<file path="config.mk">
export PLATFORM = sky130hd
export DESIGN_NAME = tcm_arbiter
export DESIGN_NICKNAME = d
export VERILOG_FILES = /design/src/rtl/tcm_arbiter.sv
export SDC_FILE = /design/constraint.sdc
export NUM_CORES = 1
export LEC_CHECK = 0
export ABC_AREA = 1
export ABC_CLOCK_PERIOD_IN_PS = 1250
export CORE_AREA = 2 2 100 102
export CTS_CLUSTER_DIAMETER = 100
export DETAILED_ROUTE_END_ITERATION = 10
export DIE_AREA = 0 0 102 104
export GPL_TIMING_DRIVEN = 0
export SETUP_SLACK_MARGIN = 0.5
export SLEW_MARGIN = 25
export SYNTH_ARGS = -nofsm -noshare
export SYNTH_HDL_FRONTEND = slang
export SYNTH_SLANG_ARGS = --single-unit
</file>
<file path="constraint.sdc">
create_clock -name clk -period 1.25 [get_ports clk]
set_input_delay 0.25 -clock clk [delete_from_list [all_inputs] [get_ports clk]]
set_output_delay 0.25 -clock clk [all_outputs]
set_load 0.01 [all_outputs]
</file>
<file path="src/rtl/tcm_arbiter.sv">
// Two-master (I fetch / D data) arbiter in front of the single TCM bus port.
// Define TCM_ARB_RR_EN for round-robin arbitration; otherwise D has fixed priority over I.
module tcm_arbiter #(
  parameter int AW = 14,
  parameter int DW = 32,
  parameter int CW = 2
) (
  input  logic          clk,
  input  logic          rst,
  // instruction-fetch master
  input  logic [AW-1:0] i_addr,
  input  logic          i_w_rb,
  input  logic [CW-1:0] i_acc,
  input  logic [DW-1:0] i_wdata,
  input  logic          i_req,
  output logic [DW-1:0] i_rdata,
  output logic          i_resp,
  output logic          i_fault,
  // data master
  input  logic [AW-1:0] d_addr,
  input  logic          d_w_rb,
  input  logic [CW-1:0] d_acc,
  input  logic [DW-1:0] d_wdata,
  input  logic          d_req,
  output logic [DW-1:0] d_rdata,
  output logic          d_resp,
  output logic          d_fault,
  // TCM controller side
  output logic [AW-1:0] s_addr,
  output logic          s_w_rb,
  output logic [CW-1:0] s_acc,
  output logic [DW-1:0] s_wdata,
  output logic          s_req,
  input  logic [DW-1:0] s_rdata,
  input  logic          s_resp,
  input  logic          s_fault,
  // debug visibility of the arbiter state and current owner (0=I, 1=D)
  output logic [0:0]    dbg_state,
  output logic          dbg_owner
);

  // Handshake: a master raises req with stable fields and holds them until the cycle
  // its resp or fault is high. s_req is a one-cycle offer; s_fault answers in that same
  // cycle, s_resp arrives in any later cycle and completes the outstanding transaction.

  localparam logic [0:0] ST_IDLE = 1'b0;
  localparam logic [0:0] ST_WAIT = 1'b1;
  localparam logic       OWN_I   = 1'b0;
  localparam logic       OWN_D   = 1'b1;

  logic [0:0] state;
  logic       owner;
  logic       in_wait;
  logic       slot_open;
  logic       elig_i;
  logic       elig_d;
  logic       prefer_i;
  logic       sel_i;
  logic       grant;

`ifdef TCM_ARB_RR_EN
  logic rr_ptr;
  assign prefer_i = (rr_ptr == OWN_I);
`else
  assign prefer_i = 1'b0;
`endif

  always_comb begin
    in_wait   = (state == ST_WAIT);
    // a new grant can go out when idle, or in the very cycle the outstanding one completes
    slot_open = !in_wait || s_resp;
    elig_i    = !rst && i_req && slot_open && !(in_wait && owner == OWN_I);
    elig_d    = !rst && d_req && slot_open && !(in_wait && owner == OWN_D);
    sel_i     = elig_i && (!elig_d || prefer_i);
    grant     = elig_i || elig_d;
  end

  always_comb begin
    s_req   = grant;
    s_addr  = sel_i ? i_addr  : d_addr;
    s_w_rb  = sel_i ? i_w_rb  : d_w_rb;
    s_acc   = sel_i ? i_acc   : d_acc;
    s_wdata = sel_i ? i_wdata : d_wdata;
    i_fault = grant && sel_i && s_fault;
    d_fault = grant && !sel_i && s_fault;
    i_resp  = !rst && in_wait && s_resp && (owner == OWN_I);
    d_resp  = !rst && in_wait && s_resp && (owner == OWN_D);
    i_rdata = s_rdata;
    d_rdata = s_rdata;
  end

  always_ff @(posedge clk) begin
    if (rst) begin
      state <= ST_IDLE;
      owner <= OWN_I;
    end else if (grant) begin
      state <= s_fault ? ST_IDLE : ST_WAIT;
      if (!s_fault) owner <= sel_i ? OWN_I : OWN_D;
    end else if (in_wait && s_resp) begin
      state <= ST_IDLE;
    end
  end

`ifdef TCM_ARB_RR_EN
  // the master just granted loses preference for the next contested cycle
  always_ff @(posedge clk) begin
    if (rst)        rr_ptr <= OWN_D;
    else if (grant) rr_ptr <= sel_i ? OWN_D : OWN_I;
  end
`endif

  assign dbg_state = state;
  assign dbg_owner = owner;

endmodule

</file>
After elaboration in Yosys (flattened, before gate mapping) --
Index checks and enable logic that the tools add are counted.
Word-level totals: output and inout bits 120, logic and storage cells 40, ROM bits 0, latch bits 0, bits in registers 2, memories kept 0, bits in writable memories 0
Operators by class: shifts and indexed selects 0, reductions and logical operators 28, muxes and demuxes 8, divide/modulo/power cells 0, equal/unequal tests 0, add/subtract/negate cells 0, bitwise operators 2, $lt $le $gt $ge 0, multiply operators 0
Operators with widths (count):
- 32-bit two-way mux | 1
- 1-bit logical AND | 18
- 14-bit two-way mux | 1
- 1-bit logical NOT | 6
- 1-bit two-way mux | 5
- 1-bit logical OR | 2
- 2-bit two-way mux | 1
- 1-bit NOT | 2
- 2-bit AND reduction | 1
- 2-bit nonzero test | 1

Longest topological paths before layout --
Gate-level depths: netlist of the first run.
word-level depth 9, mapped depth 8, mapped depth without buffers 7

Worst setup path before layout of the first run --
OpenSTA, ideal clock, no wires.
path kind reg2out, from register state (netlist: dbg_state), to output port s_wdata[10], data arrival time 1.278 ns, cell stages (with the launch flop) 6, required time 1.000 ns, setup slack -0.278 ns, path through dfxtp_1 nand2_2 nand3_2 nand4_4 clkbuf_1 o21ai_0
On the way: longest elaborated chain between the ends 7, elaborated cells between the ends (all ways) 13
Ends and longest elaborated chain:
- from (decl) | RTL line 51 | logic [0:0] state;
- from (signal assigned) | RTL line 97 | state <= s_fault ? ST_IDLE : ST_WAIT;
- 1-bit logical NOT | RTL line 71 | slot_open = !in_wait || s_resp;
- 1-bit logical OR | RTL line 71
- 1-bit logical AND (2 in series) | RTL line 73 | elig_d = !rst && d_req && slot_open && !(in_wait && owner == OWN_D);
- 1-bit logical NOT | RTL line 74 | sel_i = elig_i && (!elig_d || prefer_i);
- 1-bit logical AND (*) | RTL line 74
- 32-bit two-way mux (*) | RTL line 83 | s_wdata = sel_i ? i_wdata : d_wdata;
- to (decl) | RTL line 32 | output logic [DW-1:0] s_wdata,
Mark *: on every way between the ends. The rest lies on a longest branch, timed or not.

Worst setup path in the final report of the first run --
from register state (netlist: dbg_state), to output port s_acc[1]
On the way: longest elaborated chain between the ends 7, elaborated cells between the ends (all ways) 13
Ends and longest elaborated chain:
- 1-bit logical NOT | RTL line 71
- 1-bit logical OR | RTL line 71
- 1-bit logical AND (2 in series) | RTL line 73
- 1-bit logical NOT | RTL line 74
- 1-bit logical AND (*) | RTL line 74
- 2-bit two-way mux (*) | RTL line 82 | s_acc = sel_i ? i_acc : d_acc;
- to (decl) | RTL line 31 | output logic [CW-1:0] s_acc,
Marks and branches as above.

==> results of run 1 <==
## cell usage in the layout (no fill, tap or decap), types with 2 or more instances in the layout
| cell type | instances |
|---|---|
| sky130_fd_sc_hd__buf_2 | 111 |
| sky130_fd_sc_hd__clkdlybuf4s50_1 | 99 |
| sky130_fd_sc_hd__buf_4 | 74 |
| sky130_fd_sc_hd__inv_1 | 51 |
| sky130_fd_sc_hd__o21ai_2 | 47 |
| sky130_fd_sc_hd__buf_6 | 28 |
| sky130_fd_sc_hd__nand2_2 | 27 |
| sky130_fd_sc_hd__nand2_1 | 15 |
| sky130_fd_sc_hd__nand2_4 | 11 |
| sky130_fd_sc_hd__clkbuf_16 | 7 |
| sky130_fd_sc_hd__buf_12 | 6 |
| sky130_fd_sc_hd__nor2_4 | 4 |
| sky130_fd_sc_hd__buf_8 | 4 |
| sky130_fd_sc_hd__clkbuf_8 | 3 |
| sky130_fd_sc_hd__dlygate4sd2_1 | 3 |
| sky130_fd_sc_hd__inv_2 | 2 |
| sky130_fd_sc_hd__nand2_8 | 2 |
| sky130_fd_sc_hd__nand3_4 | 2 |
| sky130_fd_sc_hd__nand4_4 | 2 |
| sky130_fd_sc_hd__o21ai_4 | 2 |
| sky130_fd_sc_hd__a21oi_2 | 2 |
| sky130_fd_sc_hd__dfxtp_4 | 2 |
## metrics by stage
step | instance area [sq um] | utilization (%) | hold slack [ns] | setup WS, ns
final | 4300 | 45.0 | 0.410 | -0.639
after global routing | 4300 | 45.0 | 0.416 | -0.703
after CTS | 3880 | 40.7 | 0.408 | -0.670
after detailed placement | 3950 | 41.3 | 0.503 | -1.35
after global placement | 3950 | 41.3 | 0.484 | -1.35
after floorplan | 1550 | - | 0.309 | -0.0823
## registers in the layout, indices dropped and copies added (netlist names)
name / flops
dbg_state: 1
dbg_owner: 1
## power by group through the flow
stage	Clock, mW	Sequential [mW]	Combinational (mW)
4_1_cts	0.286	0.0737	1.46
5_1_grt	0.293	0.0761	1.74
3_5_place_dp	0	0.0747	1.52
3_3_place_gp	0	0.0746	1.51
6_report	0.283	0.0753	1.62
2_1_floorplan	0	0.0757	0.621
## logic make-up after synthesis
family                 synth area share, %
AND/OR/NAND/NOR                       21.4
buffers and inverters                 56.2
flip-flops                            3.04
AO/OA/AOI/OAI                         19.4
## worst min-delay path by stage
stage | start | to | slack [ns] | cells past startpoint
final | rst | dbg_state | 0.41 | 2
after global routing | rst | dbg_state | 0.42 | 2
after CTS | rst | dbg_owner | 0.41 | 2
after detailed placement | dbg_owner | dbg_owner | 0.50 | 2
after global placement | dbg_owner | dbg_owner | 0.48 | 2
after floorplan | rst | dbg_state | 0.31 | 1
## layout make-up
type,instances,area (sq um)
Tap cell,133,166
Buffer,74,678
Multi-Input combinational cell,118,997
Timing Repair Buffer,260,2160
Clock buffer,4,45.0
Inverter,54,205
Sequential cell,2,47.5
Fill cell,1000,5250
## layer usage
layer	share of wire, %	GRT usage (%)	vias up
li1	-	-	1212
met1	35	13.0	1057
met2	56	26.5	133
met3	9.5	2.15	2
met4	0.17	0.857	0
met5	0	0	-
## worst max-delay path: cells and delay by family, from the launching register on
kind | cells | cell delay (ns)
compound gates | 1 | 0.14
flops | 1 | 0.36
simple gates | 2 | 0.21
buf+inv | 5 | 0.70
## what timing repair did
| action | in CTS | in global routing |
|---|---|---|
| pin swaps | 9 | 15 |
| buffers inserted | 26 | 5 |
| gates cloned | 5 | 2 |
| gates resized for setup | 529 | 89 |
| endpoints found under the setup margin | 122 | 58 |
==> results.md, run 1 <==
- The run finished, with violations left.
- The checks that failed: setup timing.
- In this design, the stage delay of the slowest critical-path cell is 0.36 ns.
- In this run the worst path has a maximum fanout of 5.
- The number of cells in the design after placement is between 600 and 700.
- The number of buffers created by CTS is 3.
- The sequential share of power is around 3.8%.
- Setup repair after global routing could not meet its margin everywhere.
- By count the netlist is led by 64 x sky130_fd_sc_hd__buf_4, 54 x sky130_fd_sc_hd__inv_1, 54 x sky130_fd_sc_hd__nand2_1.
- The kind of start point of the critical path is a flip-flop.
- The first global-routing pass estimated 10.9 mm of wire.
- The overall track demand over capacity in global routing is 12.6%.
- The number of hold-slack violations in the final timing report came to 0.
- The part of the cycle the worst path needs is 151%.
- Relative to the synthesized area, the layout overhead comes to 226%.
- The worst setup path is of the reg -> out kind.
- The cell with the largest stage delay on the worst path is sky130_fd_sc_hd__dfxtp_4.
- The kind of path behind the tightest hold check is in -> reg.
- The internal power of the cells is about 1.3 mW.
- The number of sinks driven by the clock tree is 2.
- Using the TritonRoute via totals, the vias-per-cell ratio works out to 3.73.
- The count of routing violations after the opening detailed-route iteration is 46.
- CTS placed an instance of sky130_fd_sc_hd__clkbuf_8 at the clock tree root.
- In this run the static leakage power is 2.28 nW.
- The proportion of netlist area held by the largest area contributor is 36.5%.
- The number of nets produced by synthesis is 383.
- The dominant cell by count in the synthesized netlist is sky130_fd_sc_hd__buf_4.
- The number of synthesized flops with an enable pin is 0.
- The signal on the critical path passes through buf_4 > nand2_8 > nand4_4 > buf_6 > clkbuf_16 > buf_6 > o21ai_4 > buf_6.
- 0 antenna diodes ended up in the layout.
- For the final database, setup skew stands at between 0.002 and 0.0025 ns.
- Among all flip-flop cells after synthesis, the most frequent one is sky130_fd_sc_hd__dfxtp_1.
- The register-to-register path setup slack is 0.08 ns.
- The first detailed-routing pass took 3 iterations.
- Routability-driven placement finished with a final weighted congestion of 0.753.
- Clock-pin slew was measured on the worst setup and hold paths at 0.03 ns.
- The die covers 0.0106 sq mm.
- The clock share of power is 14.3%.
- The number of hold buffers added after CTS was 0.
- Dividing the detail-routed wire length by the instance count gives 11.9 microns.
- The worst-case IR drop observed on VDD is 0.719 mV.
- The cell depth of the worst flop-to-flop path is 8.
- The startpoint identified for the worst register-to-register timing path is dbg_state.
- The type of destination of the critical path is an output pin.
- The post-layout instance count excluding filler cells is 645.
- The total power per unit cell area is 461 mW/mm^2.
- The worst path setup slack after routing is -0.639 ns.
- The total power is 1.98 mW.
- TritonCTS built the clock tree.
- The number of remaining DRC errors is 0.
- The sum of negative setup slack is -30.23 ns.
- After legalization and detailed placement, the total HPWL measured 5.82 mm.
- The net count reported at finish is between 600 and 700.
- The final-report setup violation count is 54.
- The H-tree depth is 1.
- Synthesis instantiated 18 different standard cells from the library.
- The die is just over 100 microns wide.
- The arrival time at the worst endpoint is 1.64 ns.
- The most numerous cell type found on the critical path is sky130_fd_sc_hd__buf_6.
- By area the synthesized netlist is led by sky130_fd_sc_hd__buf_4 36%, sky130_fd_sc_hd__inv_1 15%, sky130_fd_sc_hd__nand2_1 15%.
- The count of state elements after synthesis is 2.
- The worst-case headroom to the max-slew limit is 83.8%.
- The shortest clock period the worst path allows after layout is 1.89 ns.
- The number of rows in the core area is 36.
- Max-cap violations in this run came to 0.
- The remaining antenna violation count after routing is 0.
- The global-route congestion overflow total is 0.
- Of the total power, combinational logic draws 81.9%.
- The yosys synthesis warning count is 0.
- The later pin in the worst-skew pair is clocked with a latency of 0.22 ns.
- The maximum count of clock buffers along a single path is 2.
- The per-instance average area after synthesis is 5.33 sq um.
- After detailed routing, the total wire length is 7.68 mm.
- The transition time at the pin with the least slew margin is 0.243 ns.
- The worst setup path endpoint is s_acc[1].
- The via count of the first global-routing pass is 2,307.
- The proportion of synthesized flip-flops having asynchronous set or reset is 0%.
- The reg-to-reg critical path endpoint is dbg_owner.
- In this run the tool buffered the top-level ports with 223 buffer cells.
- Synthesis produced a netlist whose cell count is roughly 250.
- The switching part of the total power is 36.7%.
- The switching power is 728 uW.
- The largest total area in the synthesized netlist belongs to sky130_fd_sc_hd__buf_4.
- The vertical die dimension is 104 microns.
- The share of layout cells above drive strength 1 is roughly 66%.
- The initial antenna violation count is 0.
- The number of pins exceeding their max-slew limit in the final report is 0.
- The total number of vias is approximately 2,400.
- The initial core utilization is roughly 14%.
- For this design the top-level I/O count stands at between 200 and 300.
- The area of the mapped netlist is 0.00132 sq mm.
- The critical path starts at dbg_state.
- The total area inside the core boundary comes to 0.00955 sq mm.
- The required time of the critical path is 1.00 ns.
- The maximum number of pins on one net before global-route repair is 11.
- Sequential cells were found to cover 3.04% of the synthesized design area.
- The maximum clock frequency is roughly 530 MHz.
Note: power is estimated with default switching activity, not from simulation.
==> run 2, diff against run 1 <==
- CORE_AREA: 2 2 100 102 -> 5 5 97 99
- PLACE_DENSITY: unset -> 0.7
==> run 2 against run 1 <==
The flow still finishes with violations (setup timing). Global-route usage is 1.6 points higher. Fmax is 0.11% higher. Core utilization is 3.5 points higher. First-iteration DRC count is 63% lower. Die area stayed put. Sequential power is 1% higher. Design area is 4.5% lower. Sequential cell count stayed put. Register-to-register slack hardly changed. Non-clock buffer count is 3 lower.
==> results.md, run 2 (same netlist as run 1, synthesis figures left out) <==
- The x dimension of the die is 102 microns.
- The cell sitting at the root of the clock tree is a sky130_fd_sc_hd__clkbuf_8.
- The total number of vias is 2,427.
- The share of the core filled with cells in the final layout is 48.5%.
- In this run the worst hold path is classified as in -> reg.
- The number of remaining DRC errors is 0.
- The floorplan step set the die height to 104 microns.
- In this design, the largest share of critical-path delay is due to buffers and inverters.
- Entering global routing, the biggest net connects 11 pins.
- The max-capacitance violation count is 0.
- The critical path contains buffers and inverters numbering 3 combined.
- Fill cells in the final layout number between 800 and 900.
- The number of buffers created by CTS is 3.
- The clock tree from TritonCTS is done.
- The shortest clock period the worst path allows after layout is 1.89 ns.
- On the final layout, the worst hold slack is between 0.4 and 0.5 ns.
- At the worst endpoint, the arrival time is between 1.5 and 2 ns.
- The repair_antennas step left the layout with diodes totalling 0.
- Setup repair after global routing could not meet its margin everywhere.
- The part of the cycle the worst path needs is 151%.
- Traced cell by cell, the critical path runs through nand2_8 > nand3_4 > nand4_4 > buf_6 > buf_12 > nand2_2 > o21ai_2 > buf_2.
- The net count reported at finish is 646.
- Summed over all cells, the static leakage comes to 2.22 nW.
- The average detailed-routed wire length per instance is 13.4 microns.
- The number of sinks driven by the clock tree is 2.
- Global routing consumed, over all layers together, 14.2% of the routing resources.
- The worst setup path is captured at an output pin.
- The count of routing violations after the opening detailed-route iteration is 17.
- The CTS clock-pin slew for the worst setup and hold paths is 0.03 ns.
- Once placement finished, the instance area stood at just under 0.004 sq mm.
- The number of top-level pins is 256.
- Clock latency on the worst-skew pair, taken at its later pin, is 0.22 ns.
- The total power per unit cell area is around 470 mW/mm^2.
- Setup violations remaining at the end of the flow were counted as 54.
- For the worst setup path, the data required time is 1.00 ns.
- In this run the worst path has a maximum fanout of 10.
- The clock passes through at most 2 buffers.
- The top cell types in the final layout, fill and taps aside, are 113 x sky130_fd_sc_hd__buf_2, 99 x sky130_fd_sc_hd__clkdlybuf4s50_1, 80 x sky130_fd_sc_hd__buf_4.
- The number of hold-slack violations in the final timing report is 0.
- The total power is 1.91 mW.
- The count of input and output buffers is 223.
- The remaining antenna violation count after routing is 0.
- Summed over all layers, the routed wires come to just over 8 mm.
- The leading cell type in the layout, fill and taps excluded is sky130_fd_sc_hd__buf_2.
- Among all stages on the critical path, the largest delay is contributed by sky130_fd_sc_hd__dfxtp_4.
- The initial core utilization is 15.6%.
- The number of vias per cell is just under 4.
- The via count of the first global-routing pass is 2,540.
- The final reports fail on setup timing.
- VDD sags by at most 0.458 mV.
- For this run the aggregate overflow at the end of global routing stands at 0.
- The total non-filler cell area in the finished layout is 0.00411 sq mm.
- The number of pins exceeding their max-slew limit in the final report came to 0.
- The area of the core region is 0.00847 sq mm.
- Measured against its own limit, the worst slew margin works out to 85.5%.
- After legalization and detailed placement, the total HPWL measured 6.63 mm.
- The flow ran to the end, but the final reports show violations.
- The number of rows in the core area is 34.
- The die covers ~0.011 sq mm.
- The kind of start point of the critical path is a flip-flop.
- Routability-driven placement finished with a final weighted congestion of 0.701.
- The initial antenna violation count is 0.
- The wire length of the first global-routing pass is roughly 12 mm.
- The clock skew is 0.00902 ns.
- The path type of the worst setup path is reg -> out.
- The worst path setup slack after routing is -0.637 ns.
- The number of detailed-route iterations in the first pass is 4.
- In the final layout, the share of cells above drive strength 1 is 65.2%.
- The sum of negative setup slack is -30.98 ns.
- The area added between synthesis and finish is 212%.
- At the pin with the least slew margin, the transition time is around 0.22 ns.
- The delay of the slowest critical-path stage is 0.41 ns.
- Timing would allow up to 530 MHz.
- The H-tree depth is 1.
## run 2: timing repair
item	4_1_cts	5_1_grt
gates cloned	5	2
resized for setup	516	62
pin swaps	7	7
endpoints found under the setup margin	122	58
buffers inserted	25	3
hold buffers	0	0
## run 2: worst register-to-register path: cells and delay by family (launching register included)
kind | cells | cell delay (ns)
compound gates | 1 | 0.14
buf+inv | 1 | 0.13
flops | 1 | 0.41
simple gates | 5 | 0.38
## run 2: layout make-up
cell class              count  area (sq um)  share of cell area (%)
repair buffers            257          2070                    50.4
multi-input cells         118           923                    22.5
well taps                 108           135                    3.29
plain buffers              74           683                    16.6
inverters                  54           203                    4.93
clock buffers               4          45.0                    1.10
flip-flops and latches      2          47.5                    1.16
## run 2: power by group
group | leakage [nW] | internal (mW) | switching (mW)
Combinational | 2.18 | 0.924 | 0.627
Clock | 0.0228 | 0.217 | 0.0650
Sequential | 0.0178 | 0.0665 | 0.00964
## run 2: metrics by stage
| stage | worst slack (ns) | instances |
|---|---|---|
| after CTS | -0.678 | 612 |
| after detailed placement | -1.29 | 578 |
| after global routing | -0.737 | 617 |
| final | -0.637 | 617 |
| after global placement | -1.26 | 578 |
| after floorplan | -0.0823 | 247 |
## run 2: worst paths after layout
check                                from  slack [ns]          end  cells after the start
worst min-delay path                  rst        0.41    dbg_state                      2
worst max register to register  dbg_state        0.09    dbg_owner                      7
worst min register to register  dbg_owner        0.54    dbg_owner                      2
worst max-delay path            dbg_state       -0.64  s_wdata[22]                      8
## run 2: metal layers
| metal | GRT usage, % | routed length, microns | vias up |
|---|---|---|---|
| li1 | - | - | 1208 |
| met1 | 12.8 | 2380 | 1074 |
| met4 | 3.56 | 121 | 0 |
| met2 | 29.6 | 4810 | 136 |
| met5 | 0 | 0 | - |
| met3 | 3.82 | 981 | 9 |
